<file path="src/rtl/fetch_stage_pkg.sv">
`timescale 1ns/1ps
// ----------------------------------------------------------------------------
// fetch_stage_pkg
// Shared types for the instruction-fetch stage and its neighbours:
//   fetch_state_t   - fetch controller states
//   PC_WIDTH        - program-counter width in bits
//   mem_read_req_t  - {addr, mask, en} read request to instruction memory
//   mem_read_rsp_t  - {data, done, valid} read response from instruction memory
//   if_id_t         - {inst, pc, valid} fetch-to-decode pipeline register
// ----------------------------------------------------------------------------
package fetch_stage_pkg;

  localparam int PC_WIDTH = 32;

  typedef enum logic [2:0] {
    S_IDLE   = 3'd0,
    S_REQ    = 3'd1,
    S_HOLD   = 3'd2,
    S_SQUASH = 3'd3,
    S_FAULT  = 3'd4
  } fetch_state_t;

  typedef struct packed {
    logic [31:0] addr;
    logic [3:0]  mask;
    logic        en;
  } mem_read_req_t;

  typedef struct packed {
    logic [31:0] data;
    logic        done;
    logic        valid;
  } mem_read_rsp_t;

  typedef struct packed {
    logic [31:0]         inst;
    logic [PC_WIDTH-1:0] pc;
    logic                valid;
  } if_id_t;

  // Instructions are word aligned: the two low address bits are forced to zero.
  function automatic logic [PC_WIDTH-1:0] align_pc(input logic [PC_WIDTH-1:0] a);
    return {a[PC_WIDTH-1:2], 2'b00};
  endfunction

endpackage

</file>
<file path="src/rtl/fetch_stage.sv">
`timescale 1ns/1ps
// ----------------------------------------------------------------------------
// fetch_stage
// Instruction-fetch stage feeding decode. Holds the PC, keeps at most one read
// outstanding to instruction memory and produces the if_id pipeline register.
// Handles decode backpressure (hold buffer), execute redirects (squash of an
// in-flight read) and fetch faults (halt until redirect).
//
// Ports:
//   clk, rst        clock; asynchronous active-high reset
//   en              stage enable; low = no new request, if_id frozen
//   decode_rdy      decode can take if_id this cycle
//   redirect_valid  redirect from execute, redirect_pc = target (bits [1:0] ignored)
//   imem_read_rsp   {data, done, valid} from instruction memory
//   imem_read_req   {addr, mask, en} to instruction memory
//   rdy             a valid instruction enters if_id at the next edge
//   fault           fetch fault latched, fetching halted
//   if_id           {inst, pc, valid} register to decode
// ----------------------------------------------------------------------------
module fetch_stage
  import fetch_stage_pkg::*;
#(
  parameter logic [PC_WIDTH-1:0] RESET_PC = 32'h0000_0000,
  parameter int unsigned         PC_STEP  = 4
) (
  input  logic                clk,
  input  logic                rst,
  input  logic                en,
  input  logic                decode_rdy,
  input  logic                redirect_valid,
  input  logic [PC_WIDTH-1:0] redirect_pc,
  input  mem_read_rsp_t       imem_read_rsp,
  output mem_read_req_t       imem_read_req,
  output logic                rdy,
  output logic                fault,
  output if_id_t              if_id
);

  localparam logic [PC_WIDTH-1:0] STEP = PC_WIDTH'(PC_STEP);

  fetch_state_t        state_q, state_d;
  logic [PC_WIDTH-1:0] pc_q, pc_d;
  logic [PC_WIDTH-1:0] req_addr_q, req_addr_d;
  logic [31:0]         hold_q, hold_d;
  logic                hold_vld_q, hold_vld_d;
  logic                fault_q, fault_d;
  if_id_t              if_id_q, if_id_d;

  logic                advance_s;
  logic                req_busy_s;
  logic                rsp_ok_s;
  logic                rsp_err_s;
  logic                rdy_s;
  logic [PC_WIDTH-1:0] pc_inc_s;
  logic [PC_WIDTH-1:0] redirect_tgt_s;
  logic                redirect_pc_unused_s;

  assign advance_s      = en & decode_rdy;
  assign req_busy_s     = (state_q == S_REQ) || (state_q == S_SQUASH);
  assign rsp_ok_s       = imem_read_rsp.done & imem_read_rsp.valid;
  assign rsp_err_s      = imem_read_rsp.done & ~imem_read_rsp.valid;
  // Wraps modulo 2^PC_WIDTH by construction.
  assign pc_inc_s       = pc_q + STEP;
  assign redirect_tgt_s = align_pc(redirect_pc);
  // Low target bits carry no information; they are dropped by align_pc.
  assign redirect_pc_unused_s = ^redirect_pc[1:0];

  // Next-state, datapath and rdy computation.
  always_comb begin
    state_d    = state_q;
    pc_d       = pc_q;
    req_addr_d = req_addr_q;
    hold_d     = hold_q;
    hold_vld_d = hold_vld_q;
    fault_d    = fault_q;
    if_id_d    = if_id_q;
    rdy_s      = 1'b0;

    if (redirect_valid) begin
      // Redirect wins over every other event this cycle.
      pc_d          = redirect_tgt_s;
      hold_vld_d    = 1'b0;
      fault_d       = 1'b0;
      if_id_d.valid = 1'b0;
      if (req_busy_s && !imem_read_rsp.done) begin
        // The read cannot be withdrawn: keep it on the port and drop its data later.
        state_d = S_SQUASH;
      end else begin
        req_addr_d = redirect_tgt_s;
        state_d    = en ? S_REQ : S_IDLE;
      end
    end else begin
      // Bubble by default whenever decode advances; deliveries below override it.
      if (advance_s) begin
        if_id_d.valid = 1'b0;
      end else begin
        if_id_d.valid = if_id_q.valid;
      end

      case (state_q)
        S_IDLE: begin
          if (en) begin
            req_addr_d = pc_q;
            state_d    = S_REQ;
          end else begin
            state_d = S_IDLE;
          end
        end

        S_REQ: begin
          if (rsp_ok_s) begin
            if (advance_s) begin
              if_id_d    = '{inst: imem_read_rsp.data, pc: pc_q, valid: 1'b1};
              rdy_s      = 1'b1;
              pc_d       = pc_inc_s;
              req_addr_d = pc_inc_s;
              state_d    = S_REQ;
            end else begin
              hold_d     = imem_read_rsp.data;
              hold_vld_d = 1'b1;
              state_d    = S_HOLD;
            end
          end else if (rsp_err_s) begin
            fault_d = 1'b1;
            state_d = S_FAULT;
          end else begin
            state_d = S_REQ;
          end
        end

        S_HOLD: begin
          if (advance_s && hold_vld_q) begin
            if_id_d    = '{inst: hold_q, pc: pc_q, valid: 1'b1};
            rdy_s      = 1'b1;
            hold_vld_d = 1'b0;
            pc_d       = pc_inc_s;
            req_addr_d = pc_inc_s;
            state_d    = S_REQ;
          end else begin
            state_d = S_HOLD;
          end
        end

        S_SQUASH: begin
          if (imem_read_rsp.done) begin
            // Stale response is discarded; refetch from the redirected pc.
            req_addr_d = pc_q;
            state_d    = en ? S_REQ : S_IDLE;
          end else begin
            state_d = S_SQUASH;
          end
        end

        S_FAULT: begin
          state_d = S_FAULT;
        end

        default: begin
          state_d = S_IDLE;
        end
      endcase
    end
  end

  // State and datapath registers with asynchronous reset.
  always_ff @(posedge clk or posedge rst) begin
    if (rst) begin
      state_q    <= S_IDLE;
      pc_q       <= RESET_PC;
      req_addr_q <= RESET_PC;
      hold_q     <= 32'h0000_0000;
      hold_vld_q <= 1'b0;
      fault_q    <= 1'b0;
      if_id_q    <= '{inst: 32'h0000_0000, pc: {PC_WIDTH{1'b0}}, valid: 1'b0};
    end else begin
      state_q    <= state_d;
      pc_q       <= pc_d;
      req_addr_q <= req_addr_d;
      hold_q     <= hold_d;
      hold_vld_q <= hold_vld_d;
      fault_q    <= fault_d;
      if_id_q    <= if_id_d;
    end
  end

  // Request port driven straight from registered state.
  always_comb begin
    imem_read_req = '{addr: req_addr_q, mask: 4'b1111, en: req_busy_s};
  end

  assign rdy   = rdy_s;
  assign fault = fault_q;
  assign if_id = if_id_q;

endmodule
</file>
<file path="config.mk">
export PLATFORM = sky130hd
export DESIGN_NAME = fetch_stage
export DESIGN_NICKNAME = d
export VERILOG_FILES = /design/src/rtl/fetch_stage_pkg.sv /design/src/rtl/fetch_stage.sv
export SDC_FILE = /design/constraint.sdc
export NUM_CORES = 1
export LEC_CHECK = 0
export CAP_MARGIN = 20
export CORE_UTILIZATION = 50
export CTS_BUF_LIST = sky130_fd_sc_hd__clkbuf_4
export CTS_CLUSTER_DIAMETER = 80
export CTS_CLUSTER_SIZE = 20
export DETAILED_ROUTE_END_ITERATION = 16
export PLACE_DENSITY = 0.78
export SYNTH_ARGS = -nofsm -noshare
export SYNTH_HDL_FRONTEND = slang
export SYNTH_SLANG_ARGS = --single-unit
</file>
<file path="constraint.sdc">
create_clock -name clk -period 9.9 [get_ports clk]
set_input_delay 1.485 -clock clk [delete_from_list [all_inputs] [get_ports clk]]
set_output_delay 1.485 -clock clk [all_outputs]
set_load 0.02 [all_outputs]
</file>
==> flow_summary.json, run 1 <==
{
  "slew_violations": 0,
  "fin_util": 0.648,
  "rrSetupSlack_ns": 7.03,
  "cts_sinks": 162,
  "synth_top_area_frac": 0.514,
  "vias": 6152,
  "std_cell_rows": 45,
  "layout_setup_ws_ns": 3.70,
  "start_util": 0.515,
  "rsz0062_at_grt": "false",
  "fmax_ghz": 0.161,
  "drive_gt1_frac": 0.142,
  "slew_headroom": 0.299,
  "layout_min_cycle_time_ns": 6.20,
  "avgSynthCellArea_sq_um": 10.6,
  "layout_common_cells": "clkdlybuf4s50_1, dfrtp_1, mux2_2",
  "irDropWorstVdd_mv": 0.152,
  "worst_slew_pin_slew_ns": 1.05,
  "synthAdderAreaFrac": 0.00159,
  "grt_pass1_vias": 6085,
  "clkPwrFrac": 0.200,
  "drt_iter0_drc": 437,
  "path_clk_slew_ns": 0.13,
  "syn2layout_area_growth_pct": 25.9,
  "post-route-drc-count": 0,
  "leakage_nw": 3.99,
  "syn-cell-area_sq_um": 7890,
  "gp_congestion": 0.816,
  "holdWs_ns": 0.490,
  "fin_nets": 955,
  "synth-xor-area-share": 0.0522,
  "dieArea_sq_um": 16300,
  "cts_setup_buffers": 0,
  "path_class": "input port to output pin",
  "wl_met3_mm": 1.16,
  "fin_setup_tns_ns": 0,
  "cts_resized": 0,
  "cts_tree": "yes",
  "period_share": 0.626,
  "cts_made_buffers": 17,
  "drt-met1-wl_mm": 8.43,
  "regArea_sq_um": 4050,
  "design.core.area_sq_um": 15300,
  "ys_warn_count": 0,
  "synth-edff-count": 0,
  "cp_data_required_time_ns": 8.42,
  "clk_latency_ns": 0.55,
  "io_buffers": 168,
  "overflow": 0,
  "ys_async_sr_fraction": 1.00,
  "io_pins": 175,
  "final_common_cell": "clkdlybuf4s50_1",
  "ys_seq_elements": 162,
  "drtAntennaViolNets": 0,
  "min_path_type": "register to register",
  "vias_per_cell": 5.55,
  "synth_top_flop_cell": "dfrtp_1",
  "die_y_microns": 128,
  "cap_violations": 0,
  "crit_fanout": 96,
  "grt_max_degree": 97,
  "grt_use_total": 0.244,
  "cts.htree.levels": 4,
  "setup_violations": 0,
  "synth_area_leaders": "dfrtp_1, mux2_2, a21oi_1, xor2_1, a22oi_1",
  "yosysTopAreaCell": "dfrtp_1",
  "power_density_nw_per_um2": 213,
  "cts_hold_buf": 0,
  "synthCells": 747,
  "clock_skew_ns": 0.0248,
  "synth_top_family_by_area": "simple AND/OR/NAND/NOR gates",
  "fill_cells": 1286,
  "die_x_microns": 128,
  "startpoint_type": "input port",
  "seqPwrFrac": 0.455,
  "synth_compound_area_frac": 0.128,
  "wl_per_cell_microns": 17.2,
  "combPwrFrac": 0.346,
  "p_sw_mw": 0.728,
  "cts-root-buf": "clkbuf_4",
  "top_layer_used": "met4",
  "yosysUniqueCellTypes": 55,
  "wirelength_mm": 19.1,
  "hold_violations": 0,
  "antenna_found_initial": 1,
  "synth_seq_area_share": 0.514,
  "status": "finished clean",
  "met2_wirelength_mm": 9.30,
  "synth-simple-area-share": 0.139,
  "place_ws_ns": 3.66,
  "dp_hpwl_mm": 12.7,
  "swShare": 0.344,
  "drtPass1Iterations": 4,
  "crit_arrival_ns": 4.71,
  "grt_pass1_wl_mm": 31.1,
  "clockBufferDepth": 2,
  "cp-end-kind": "output pin",
  "synth.mux.area_fraction": 0.117,
  "p_int_mw": 1.39,
  "multiInputGateArea_sq_um": 3490
}
-- cells by family (layout without fill, tap and decap cells) --
family                   after synthesis  after routing
AO/OA/AOI/OAI                        155            155
XOR/XNOR                              47             47
adder cells (fa/ha/maj)                1              1
buffers and inverters                 75            221
flip-flops                           162            162
multiplexers                          84             84
other                                  1              5
AND/OR/NAND/NOR                      222            222
-- power groups by stage --
stage / registers [mW] / clock network (mW) / logic, mW
detailed placement: 0.975 / 0 / 0.735
global placement: 0.966 / 0 / 0.722
floorplan: 1.09 / 0 / 0.269
finish: 0.962 / 0.422 / 0.732
CTS: 0.962 / 0.434 / 0.738
global route: 0.986 / 0.459 / 0.783
-- path summary, 6_finish.rpt --
path	endpoint	cells past startpoint	start
max in group asynchronous	pc_q[15]	3	rst
worst max-delay path	rdy	6	imem_read_rsp[1]
worst min register to register	req_addr_q[4]	1	req_addr_q[4]
min in group asynchronous	if_id[31]	2	rst
worst min-delay path	req_addr_q[4]	1	req_addr_q[4]
worst max register to register	if_id[11]	5	state_q[1]
-- per-layer routing --
| metal | global-route usage | vias up |
|---|---|---|
| met5 | 0 | - |
| met4 | 0.0720 | 0 |
| met3 | 0.0616 | 16 |
| met2 | 0.394 | 189 |
| met1 | 0.327 | 3037 |
| li1 | - | 2910 |
-- flip-flops by register name, summed over array words and instances, names as in the netlist --
signal	flops
fault	1
req_addr_q	31
hold_vld_q	1
pc_q	30
if_id	64
hold_q	32
state_q	3
-- area by class of cell --
cell class | instances | share of cell area
inverter | 10 | 0.00429
timing repair buffer | 179 | 0.177
multi-input combinational | 513 | 0.352
clock inverter | 15 | 0.0184
sequential | 162 | 0.408
clock buffer | 17 | 0.0129
antenna | 1 | 0.000252
tap | 211 | 0.0266
-- cell usage after synthesis (3+ instances only) --
| cell type | count |
|---|---|
| or4_1 | 3 |
| and2_1 | 3 |
| dfrtp_1 | 162 |
| mux2_2 | 68 |
| a21boi_0 | 14 |
| a31oi_1 | 4 |
| buf_6 | 5 |
| o21a_1 | 4 |
| nand2_1 | 46 |
| nand4_1 | 18 |
| a21oi_1 | 55 |
| o21ai_0 | 17 |
| buf_2 | 17 |
| a211oi_1 | 4 |
| o32a_1 | 3 |
| buf_4 | 10 |
| nand2b_1 | 17 |
| mux2i_1 | 16 |
| a22oi_1 | 33 |
| nor4_1 | 9 |
| clkbuf_1 | 27 |
| buf_1 | 5 |
| nand3_1 | 27 |
| and3_1 | 3 |
| nor3_1 | 23 |
| inv_1 | 9 |
| xor2_1 | 30 |
| xnor2_1 | 17 |
| nor2_1 | 60 |
| a21o_1 | 5 |
| o31a_1 | 3 |
-- stage by stage --
step	total power, mW	std cells	cell area (sq um)
after floorplan	1.36	750	7900
after global placement	1.69	1075	9610
after global routing	2.23	1108	9930
final	2.12	1108	9930
after detailed placement	1.71	1075	9610
after CTS	2.13	1107	9920
-- critical path, cell delays in order --
cell             delay, ns
clkdlybuf4s50_1       0.70
nand4b_1              0.20
a211o_1               0.57
nor2_4                0.15
buf_4                 0.81
clkdlybuf4s50_1       0.77
No activity file was read; power rests on OpenSTA's default activity.
==> run 2: changes to the inputs <==
- clock period: 9.9 -> 6.2 ns (I/O delays scaled with it)
==> flow_summary.json, run 2 (synthesis gave the netlist of run 1 again) <==
{
  "status": "finished clean",
  "largest_register_ff_count": 64,
  "clockBufferDepth": 2,
  "max_stage_delay_ns": 0.71,
  "antenna_found_initial": 1,
  "post-route-drc-count": 0,
  "startpoint": "imem_read_rsp[1]",
  "fmax_ghz": 0.238,
  "wirelength_mm": 18.7,
  "cp-end-kind": "output pin",
  "cts_setup_buffers": 0,
  "irDropWorstVdd_mv": 0.253,
  "cts_made_buffers": 17,
  "grt_max_degree": 109,
  "clkPwrFrac": 0.200,
  "cts_hold_buf": 0,
  "cts_sinks": 162,
  "fin_nets": 955,
  "layout_common_cells": "clkdlybuf4s50_1, dfrtp_1, mux2_2",
  "io_pins": 175,
  "fin_setup_tns_ns": 0,
  "period_share": 0.677,
  "wl_per_cell_microns": 16.9,
  "power_density_nw_per_um2": 340,
  "crit_fanout": 14,
  "start_util": 0.515,
  "cap_violations": 0,
  "clock_skew_ns": 0.0321,
  "drtAntennaViolNets": 0,
  "path_class": "input port to output pin",
  "cp-endpoint": "rdy",
  "dp_hpwl_mm": 12.2,
  "cts_resized": 0,
  "startpoint_type": "input port",
  "std_cell_rows": 45,
  "reg2reg_to": "if_id[10]",
  "rsz0062_at_grt": "false",
  "die_y_microns": 128,
  "design.core.area_sq_um": 15300,
  "clk_latency_ns": 0.58,
  "gp_congestion": 0.820,
  "final_common_cell": "clkdlybuf4s50_1",
  "hold_violations": 0,
  "r2r_cells": 5,
  "crit_arrival_ns": 3.27,
  "p_sw_mw": 1.16,
  "fill_cells": 1234,
  "rrSetupSlack_ns": 3.21,
  "vias_per_cell": 5.54,
  "vias": 6139,
  "layout_min_cycle_time_ns": 4.20,
  "drive_gt1_frac": 0.140,
  "drtPass1Iterations": 5,
  "worstPathCellList": "clkdlybuf4s50_1 -> nand4b_1 -> a211o_1 -> nor2_4 -> clkdlybuf4s50_1",
  "path_clk_slew_ns": 0.12,
  "worst_slew_pin_slew_ns": 1.08,
  "grt_pass1_wl_mm": 30.8,
  "slew_headroom": 0.281,
  "slowest_stage": "clkdlybuf4s50_1",
  "critPathMostFrequentCell": "clkdlybuf4s50_1",
  "cp_data_required_time_ns": 5.27,
  "syn2layout_area_growth_pct": 25.9,
  "crit-reg2reg-launch": "state_q[1]",
  "dieArea_sq_um": 16300,
  "leakage_nw": 4.00,
  "overflow": 0,
  "setup_violations": 0,
  "grt_use_total": 0.243,
  "p_total_mw": 3.37,
  "grt_pass1_vias": 5961,
  "seqPwrFrac": 0.455,
  "swShare": 0.343,
  "slew_violations": 0,
  "io_buffers": 168,
  "drt_iter0_drc": 493,
  "combPwrFrac": 0.345,
  "cts.htree.levels": 4,
  "min_path_type": "register to register",
  "die_x_microns": 128,
  "p_int_mw": 2.22,
  "cts-root-buf": "clkbuf_4",
  "cts_tree": "yes"
}
[run 2: changes by cell type in the layout (fill, tap and decap cells not counted), sizes merged]
cell and change:
clkinvlp -3, inv +2, clkinv +1, diode +1
[run 2: area by class of cell]
class / instances / area (sq um) / share of cell area
sequential: 162 / 4050 / 0.408
multi-input combinational: 513 / 3490 / 0.352
timing repair buffer: 179 / 1760 / 0.177
tap: 211 / 264 / 0.0266
clock inverter: 15 / 179 / 0.0180
clock buffer: 17 / 128 / 0.0129
inverter: 10 / 42.5 / 0.00429
antenna: 2 / 5.00 / 0.000504
[run 2: power groups by stage]
stage	registers [mW]	logic, mW	clock network, mW
global route	1.57	1.25	0.731
CTS	1.53	1.17	0.691
floorplan	1.75	0.429	0
global placement	1.54	1.15	0
detailed placement	1.55	1.17	0
finish	1.53	1.16	0.676
[run 2: how the worst min path moves through the flow]
stage,from,endpoint,depth (start not counted)
after detailed placement,req_addr_q[15],req_addr_q[15],2
final,req_addr_q[9],req_addr_q[9],2
after global routing,req_addr_q[15],req_addr_q[15],2
after floorplan,hold_q[22],hold_q[22],1
after CTS,req_addr_q[15],req_addr_q[15],2
after global placement,req_addr_q[15],req_addr_q[15],2
[run 2: worst max-delay path: cells and delay by family]
family	cells	cell delay, ns
AO/OA/AOI/OAI	1	0.60
buffers and inverters	2	1.35
AND/OR/NAND/NOR	2	0.38
[run 2: layer usage]
layer / GRT usage / wire length [microns]
met1: 0.332 / 8480
met2: 0.378 / 8740
met3: 0.0699 / 1200
met4: 0.0713 / 284
met5: 0 / 0
[run 2: through the flow]
step,area [sq um],utilization,instances,hold WS (ns),setup WS [ns]
2_1_floorplan,7900,-,750,0.482,0.893
3_5_place_dp,9610,0.628,1075,0.456,2.02
4_1_cts,9920,0.648,1107,0.485,1.98
3_3_place_gp,9610,0.628,1075,0.449,2.00
5_1_grt,9920,0.648,1109,0.492,1.84
6_report,9920,0.648,1109,0.479,2.00
